<file path="config.mk">
export PLATFORM = sky130hd
export DESIGN_NAME = bc_seq_ctrl
export DESIGN_NICKNAME = d
export VERILOG_FILES = /design/src/rtl/bc_seq_ctrl.sv
export SDC_FILE = /design/constraint.sdc
export NUM_CORES = 1
export LEC_CHECK = 0
export ABC_AREA = 1
export CAP_MARGIN = 10
export CORE_MARGIN = 2
export CORE_UTILIZATION = 53
export DETAILED_ROUTE_END_ITERATION = 10
export GPL_TIMING_DRIVEN = 0
export PLACE_DENSITY = 0.83
export SLEW_MARGIN = 20
export SYNTH_ARGS = -nofsm -noshare
export SYNTH_HDL_FRONTEND = slang
export SYNTH_SLANG_ARGS = --single-unit
</file>
<file path="constraint.sdc">
create_clock -name clk -period 2.3 [get_ports clk]
set_input_delay 0.69 -clock clk [delete_from_list [all_inputs] [get_ports clk]]
set_output_delay 0.69 -clock clk [all_outputs]
set_load 0.05 [all_outputs]
</file>
<file path="src/rtl/bc_seq_ctrl.sv">
// Control unit for the iterative datapath: an init step, then the 4-step body n_iter times.
// Start/busy/done handshake, a pass counter, and a pause that freezes the body with loads masked.
module bc_seq_ctrl #(
   parameter int SEL_W  = 2,
   parameter int ITER_W = 4
) (
   input  logic              clk,
   input  logic              reset,
   input  logic              inicio,
   input  logic [ITER_W-1:0] n_iter,
   input  logic              pause,
   output logic              LX,
   output logic              LS,
   output logic              LH,
   output logic              H,
   output logic [SEL_W-1:0]  M0,
   output logic [SEL_W-1:0]  M1,
   output logic [SEL_W-1:0]  M2,
   output logic              busy,
   output logic              done,
   output logic [ITER_W-1:0] iter_cnt
);

   typedef enum logic [2:0] {
      S_IDLE  = 3'd0,
      S_LOAD  = 3'd1,
      S_MUL   = 3'd2,
      S_ACC   = 3'd3,
      S_STEP1 = 3'd4,
      S_STEP2 = 3'd5,
      S_DONE  = 3'd6
   } state_t;

   localparam int WORD_W = 3 * SEL_W + 4;

   state_t              r_state;
   state_t              w_next;
   logic [ITER_W-1:0]   r_remaining;
   logic [ITER_W-1:0]   r_iter_cnt;
   logic [SEL_W-1:0]    r_m0, r_m1, r_m2;
   logic                r_lx, r_ls, r_lh, r_h;
   logic                r_busy, r_done;
   logic                w_in_body;
   logic                w_hold;

   // Control word packed as {M0, LX, M1, M2, LS, LH, H}.
   function automatic logic [WORD_W-1:0] f_word(input state_t s);
      case (s)
         S_LOAD:  f_word = {SEL_W'(0), 1'b1, SEL_W'(1), SEL_W'(0), 1'b0, 1'b1, 1'b1};
         S_MUL:   f_word = {SEL_W'(1), 1'b0, SEL_W'(0), SEL_W'(3), 1'b1, 1'b0, 1'b1};
         S_ACC:   f_word = {SEL_W'(2), 1'b0, SEL_W'(0), SEL_W'(0), 1'b0, 1'b1, 1'b1};
         S_STEP1: f_word = {SEL_W'(0), 1'b0, SEL_W'(2), SEL_W'(3), 1'b1, 1'b0, 1'b0};
         S_STEP2: f_word = {SEL_W'(3), 1'b0, SEL_W'(0), SEL_W'(2), 1'b1, 1'b0, 1'b0};
         default: f_word = '0;
      endcase
   endfunction

   assign w_in_body = (r_state == S_MUL) || (r_state == S_ACC) ||
                      (r_state == S_STEP1) || (r_state == S_STEP2);
   assign w_hold    = pause && w_in_body;

   always_comb begin
      w_next = S_IDLE;
      case (r_state)
         S_IDLE:  w_next = inicio ? S_LOAD : S_IDLE;
         S_LOAD:  w_next = (r_remaining == '0) ? S_DONE : S_MUL;
         S_MUL:   w_next = pause ? S_MUL   : S_ACC;
         S_ACC:   w_next = pause ? S_ACC   : S_STEP1;
         S_STEP1: w_next = pause ? S_STEP1 : S_STEP2;
         S_STEP2: w_next = pause ? S_STEP2 :
                           ((r_remaining == ITER_W'(1)) ? S_DONE : S_MUL);
         S_DONE:  w_next = S_IDLE;
         default: w_next = S_IDLE;
      endcase
   end

   // Outputs are registered from the next state so they line up with r_state.
   always_ff @(posedge clk) begin
      if (!reset) begin
         r_state     <= S_IDLE;
         r_remaining <= '0;
         r_iter_cnt  <= '0;
         {r_m0, r_lx, r_m1, r_m2, r_ls, r_lh, r_h} <= '0;
         r_busy      <= 1'b0;
         r_done      <= 1'b0;
      end else begin
         r_state <= w_next;
         {r_m0, r_lx, r_m1, r_m2, r_ls, r_lh, r_h} <= f_word(w_next);
         r_busy  <= (w_next != S_IDLE);
         r_done  <= (w_next == S_DONE);
         if (r_state == S_IDLE && inicio) begin
            r_remaining <= n_iter;
            r_iter_cnt  <= '0;
         end else if (r_state == S_STEP2 && !pause) begin
            r_remaining <= r_remaining - ITER_W'(1);
            r_iter_cnt  <= r_iter_cnt + ITER_W'(1);
         end
      end
   end

   assign LX       = r_lx & ~w_hold;
   assign LS       = r_ls & ~w_hold;
   assign LH       = r_lh & ~w_hold;
   assign H        = r_h;
   assign M0       = r_m0;
   assign M1       = r_m1;
   assign M2       = r_m2;
   assign busy     = r_busy;
   assign done     = r_done;
   assign iter_cnt = r_iter_cnt;

endmodule

</file>
==> results of run 1 <==
[layout by cell type (no fill, tap or decap)]
cell             synthesis  layout
inv_2                    7       7
nand2_2                  2       2
dlygate4sd2_1            0       1
or2_0                    1       1
inv_1                   14      14
dfxtp_2                  0       1
clkbuf_4                 0       3
a21boi_1                 0       1
buf_4                    2       5
clkinv_2                 0       1
nand3_1                  7       7
clkdlybuf4s50_1          0      18
nor2_1                   8       8
nor2_4                   2       2
ha_1                     5       5
o21ai_0                  1       1
or2_2                    2       2
dlymetal6s2s_1           0       1
nor3b_1                  2       2
a21boi_0                 3       2
o211ai_1                 2       2
clkinv_1                 1       1
a22oi_1                  1       1
nand3_2                  3       3
nor2_2                   4       4
a31oi_1                  2       2
nand4_1                  4       4
nor3_2                   1       1
dfxtp_1                 21      20
a21oi_1                 10      10
nand4_4                  1       1
o21ai_1                  1       1
nand2_4                  4       4
nand2_1                 24      24
nor3_1                   2       2
buf_2                    1       1
or2_1                    1       1
[cell type report]
type / instances / area share
plain buffers: 3 / 0.0144
clock buffers: 3 / 0.0162
clock inverters: 1 / 0.00361
inverters: 22 / 0.0596
multi-input cells: 93 / 0.416
flip-flops and latches: 21 / 0.304
well taps: 27 / 0.0244
repair buffers: 23 / 0.162
[worst paths after layout]
path	from	end	slack, ns	cells past startpoint
min	r_remaining[1]	r_remaining[1]	0.49	2
max	M1[0]	M1[0]	0.08	2
max reg2reg	r_state[2]	M2[1]	0.81	9
min reg2reg	r_remaining[1]	r_remaining[1]	0.49	2
[cells in the mapped netlist, drive strengths merged]
| master | n |
|---|---|
| nor3 | 3 |
| dfxtp | 21 |
| nand4 | 5 |
| nand2 | 30 |
| nor3b | 2 |
| a31oi | 2 |
| o211ai | 2 |
| a22oi | 1 |
| or2 | 4 |
| a21boi | 3 |
| o21ai | 2 |
| clkinv | 1 |
| inv | 21 |
| buf | 3 |
| nor2 | 14 |
| ha | 5 |
| a21oi | 10 |
| nand3 | 10 |
[report_power, final]
part,leakage [nW],total [mW],switching [mW],internal (mW)
logic,0.422,1.16,0.772,0.385
registers,0.172,0.549,0.0715,0.478
clock network,0.0177,0.179,0.114,0.0652
[per-layer routing]
| layer | part of all wire | vias up | track usage |
|---|---|---|---|
| li1 | - | 502 | - |
| met1 | 0.43 | 467 | 0.244 |
| met4 | 0.017 | 0 | 0.0972 |
| met5 | 0 | - | 0 |
| met2 | 0.51 | 24 | 0.360 |
| met3 | 0.041 | 3 | 0.0394 |
[flip-flops by register name, summed over array words and instances (netlist names)]
| register | count |
|---|---|
| iter_cnt | 4 |
| r_remaining | 4 |
| r_state | 3 |
| M0 | 2 |
| M1 | 2 |
| M2 | 2 |
| H | 1 |
| busy | 1 |
| done | 1 |
| r_lh | 1 |
[per-stage QoR]
step | hold slack [ns] | util | std cells
6_report | 0.493 | 0.707 | 193
5_1_grt | 0.502 | 0.707 | 193
4_1_cts | 0.493 | 0.705 | 193
3_5_place_dp | 0.475 | 0.695 | 189
3_3_place_gp | 0.452 | 0.695 | 189
2_1_floorplan | 0.444 | - | 139
[cell families after synthesis]
| kind of cell | share of synthesized area |
|---|---|
| simple gates | 0.361 |
| fa+ha+maj | 0.0569 |
| compound gates | 0.107 |
| buf+inv | 0.0933 |
| flops | 0.382 |
[tightest hold or removal path, stage by stage (launching register included)]
cell and delay, ns:
dfxtp_1 0.33, nand2_1 0.06, a21oi_1 0.06
==> metrics, run 1 <==
PD cells about 1400 nW/um^2; first-pass GRT wire length 3920 um; Die Area 2460 sq um; Post-DP Area roughly 1400 sq um; Tcrit/Tclk final 0.966; setup TNS 0 ns; Worst Tran Pin Value 0.504 ns; CTS clk-pin slew, worst paths 0.11 ns; worst-path cell chain buf_4, clkdlybuf4s50_1; Die Ht 49.6 um; P_leak 0.612 nW; Synth cell types 30; vias in the first global route 948; area of the core 1960 sq um; Slowest cell on crit path clkdlybuf4s50_1; Initial Utilization 0.561; Clock Path Buffers 2; RSZ-0062 raised after global routing false; DR vias/cell 5.16; Yosys top cell area share 0.382; Area Growth Syn to Fin 26.1%; Crit path largest cell delay roughly 0.8 ns; gr ovfl total 0; initial antenna violation count 0; Max Cap Viol 0; die width 49.6 um; max-slew violations 0; crit path time final 2.22 ns; Post-route DRC 0; I/O pin total 24; CTS tree yes; cts hold-fix bufs 0; CP bufs+invs 2; dpl ws -0.735 ns; status completed; register area share after synthesis 0.382; antenna-violating nets left 0; post-synth net total 152; root buf cell clkbuf_4; H-tree levels 1; post-DP HPWL 1750 um; cell taking the most area after synthesis dfxtp_1; synthesized cell area about 1100 sq um; worst path arrival time 1.53 ns; VDD IR-drop max 0.000931 V; Ant. Diodes 0; post-cts resize count 23; total CTS buffers 3; Routed wire per std cell 11.7 um; area of the multi-input gates 577 sq um; Worst Path Max Fanout 2; final net count 180; final setup fails 0; Overall Power between 1.5 and 2 mW; Worst Hold Class reg -> reg; Tot GR Track Use 0.207; number of synthesized register bits 21; Synth Instances 139; Std-Cell Rows 16; Pre-antenna DRT Iters 4; Clock Skew between 0.004 and 0.005 ns; Final WS setup 0.0779 ns; clk_lat worst skew 0.31 ns; CP delay by family, top buffers and inverters; largest net degree at the start of global routing 13; Synthesis Warnings 0; Reg area 422 sq um; initial DRC count 22; Critical Path Source Type flip-flop; layout cells sized above 1 0.223; overall via count from detail_route about 1,000; filler cell count between 150 and 200; synthesized area per cell ~8 sq um; WS Path Type reg -> out; crit end category output port; max frequency 450 MHz; leading post-synthesis cells by cell area dfxtp_1 38%, nand2_1 8.2%, ha_1 5.7%; GPL Wtd Cong 0.904; clock sink total 21; Slew headroom 0.663; Critical Path RT 1.61 ns; Post-CTS Setup Bufs 0; IO buf count 23; final wirelength 2260 um; Final Cell Area 1390 sq um; Hold Fails Final Rpt 0
(Power assumes the default switching activity.)
==> run 2: changes to the inputs <==
--- a/config.mk
+++ b/config.mk
@@ -6,8 +6,6 @@
 export NUM_CORES = 1
 export LEC_CHECK = 0
 export ABC_AREA = 1
-export CAP_MARGIN = 10
-export CORE_MARGIN = 2
 export CORE_UTILIZATION = 53
 export DETAILED_ROUTE_END_ITERATION = 10
 export GPL_TIMING_DRIVEN = 0
==> run 2 against run 1 <==
Against the previous run:
- utilization stayed put
- worst hold slack worse by 0.0060 ns
- clock power hardly changed
- sequential share of layout area stayed put
- cell area stayed put
- largest power group unchanged
- critical path depth stayed put
- largest cell class unchanged
==> metrics, run 2 (synthesized netlist as in run 1, its figures left out) <==
status completed; Area Growth Syn to Fin 26.1%; leading cell types in the layout, fill and taps excluded 24 x nand2_1, 20 x dfxtp_1, 18 x clkdlybuf4s50_1; Hold Fails Final Rpt 0; Die Ht around 48 um; Final Cell Area 1390 sq um; Critical Path Source Type flip-flop; Ant. Diodes 0; Worst Reg-to-Reg Cells 9; P_leak 0.612 nW; area of the core 1960 sq um; layout cells sized above 1 0.223; final wirelength between 2000 and 2500 um; final net count 180; Routed wire per std cell roughly 12 um; Initial Utilization 0.561; antenna-violating nets left 0; max frequency 450 MHz; Tcrit/Tclk final 0.965; clk_lat worst skew 0.31 ns; Overall Power 1.88 mW; H-tree levels 1; min-delay src r_remaining[1]; IO buf count 23; Post-DP Area 1360 sq um; Pre-antenna DRT Iters 4; Non-Filler Instances 193; overall via count from detail_route 980; WS Path Type reg -> out; largest net degree at the start of global routing 13; most common cell after layout, fill and taps aside nand2_1; final setup fails 0; GPL Wtd Cong 0.878; PD cells ~1400 nW/um^2; CTS clk-pin slew, worst paths 0.12 ns; crit path time final 2.22 ns; Slew headroom 0.664; Worst Path Max Fanout 2; filler cell count 182; initial DRC count 10; Tot GR Track Use 0.215; Worst Hold Depth 2; final core occ 0.707; root buf cell clkbuf_4; worst path arrival time ~1.5 ns; area of the multi-input gates 577 sq um; Reg area approximately 420 sq um; initial antenna violation count 0; I/O pin total 24; Clock Path Buffers 2; crit path from M1[0]; Post-CTS Setup Bufs 0; die width 47.6 um; CTS tree yes; Worst Hold Class reg -> reg; Die Area 2260 sq um; Inst Count DP 189; Worst Tran Pin Value 0.502 ns; setup TNS 0 ns; DR vias/cell 5.08; Std-Cell Rows 16; Critical Path RT 1.61 ns; post-DP HPWL 1800 um; RSZ-0062 raised after global routing false; VDD IR-drop max around 0.00086 V; first-pass GRT wire length 3350 um; clock sink total 21; gr ovfl total 0; worst r2r src r_state[2]; crit end category output port; Clock Skew between 0.005 and 0.006 ns; vias in the first global route 826; total CTS buffers 3; max-slew violations 0; Post-route DRC 0; Max Cap Viol 0
## run 2: cell counts in the layout (fill, tap and decap cells not counted)
No cell type changed its count.
## run 2: stage by stage
stage                     hold slack [ns]  worst slack (ns)
after floorplan                     0.444            -0.236
after global placement              0.453            -0.614
after detailed placement            0.473            -0.731
after CTS                           0.491            0.0287
after global routing                0.520           0.00402
final                               0.487            0.0795
## run 2: routing by layer
metal  track usage  part of all wire  up-vias  wire length [um]
met5             0                 0        -                 0
met4         0.100             0.018        0                40
met3        0.0566             0.035        6                78
met2         0.356              0.50       22              1120
met1         0.260              0.45      447              1010
li1              -                 -      505                 -
## run 2: timing repair
action                     CTS  global route
setup endpoints to repair    3             4
gates resized for setup     23             2
hold buffers                 0             0
## run 2: power by group
part	leakage, nW	switching [mW]	total (mW)	internal (mW)
logic	0.422	0.763	1.15	0.385
registers	0.172	0.0741	0.552	0.478
clock network	0.0177	0.116	0.181	0.0650
total	0.612	0.953	1.88	0.928
## run 2: path summary, 6_finish.rpt
check	end	slack, ns
max	M1[0]	0.08
min	r_remaining[1]	0.49
max reg2reg	M0[0]	0.78
min reg2reg	r_remaining[1]	0.49
## run 2: final cells by class
class | instances | share of cell area
tap | 27 | 0.0244
multi-input combinational | 93 | 0.416
inverter | 22 | 0.0596
sequential | 21 | 0.304
clock buffer | 3 | 0.0162
timing repair buffer | 23 | 0.162
clock inverter | 1 | 0.00361
buffer | 3 | 0.0144
## run 2: critical path, stage by stage (launching register included)
cell             delay [ns]
dfxtp_1                0.34
buf_4                  0.10
clkdlybuf4s50_1        0.79
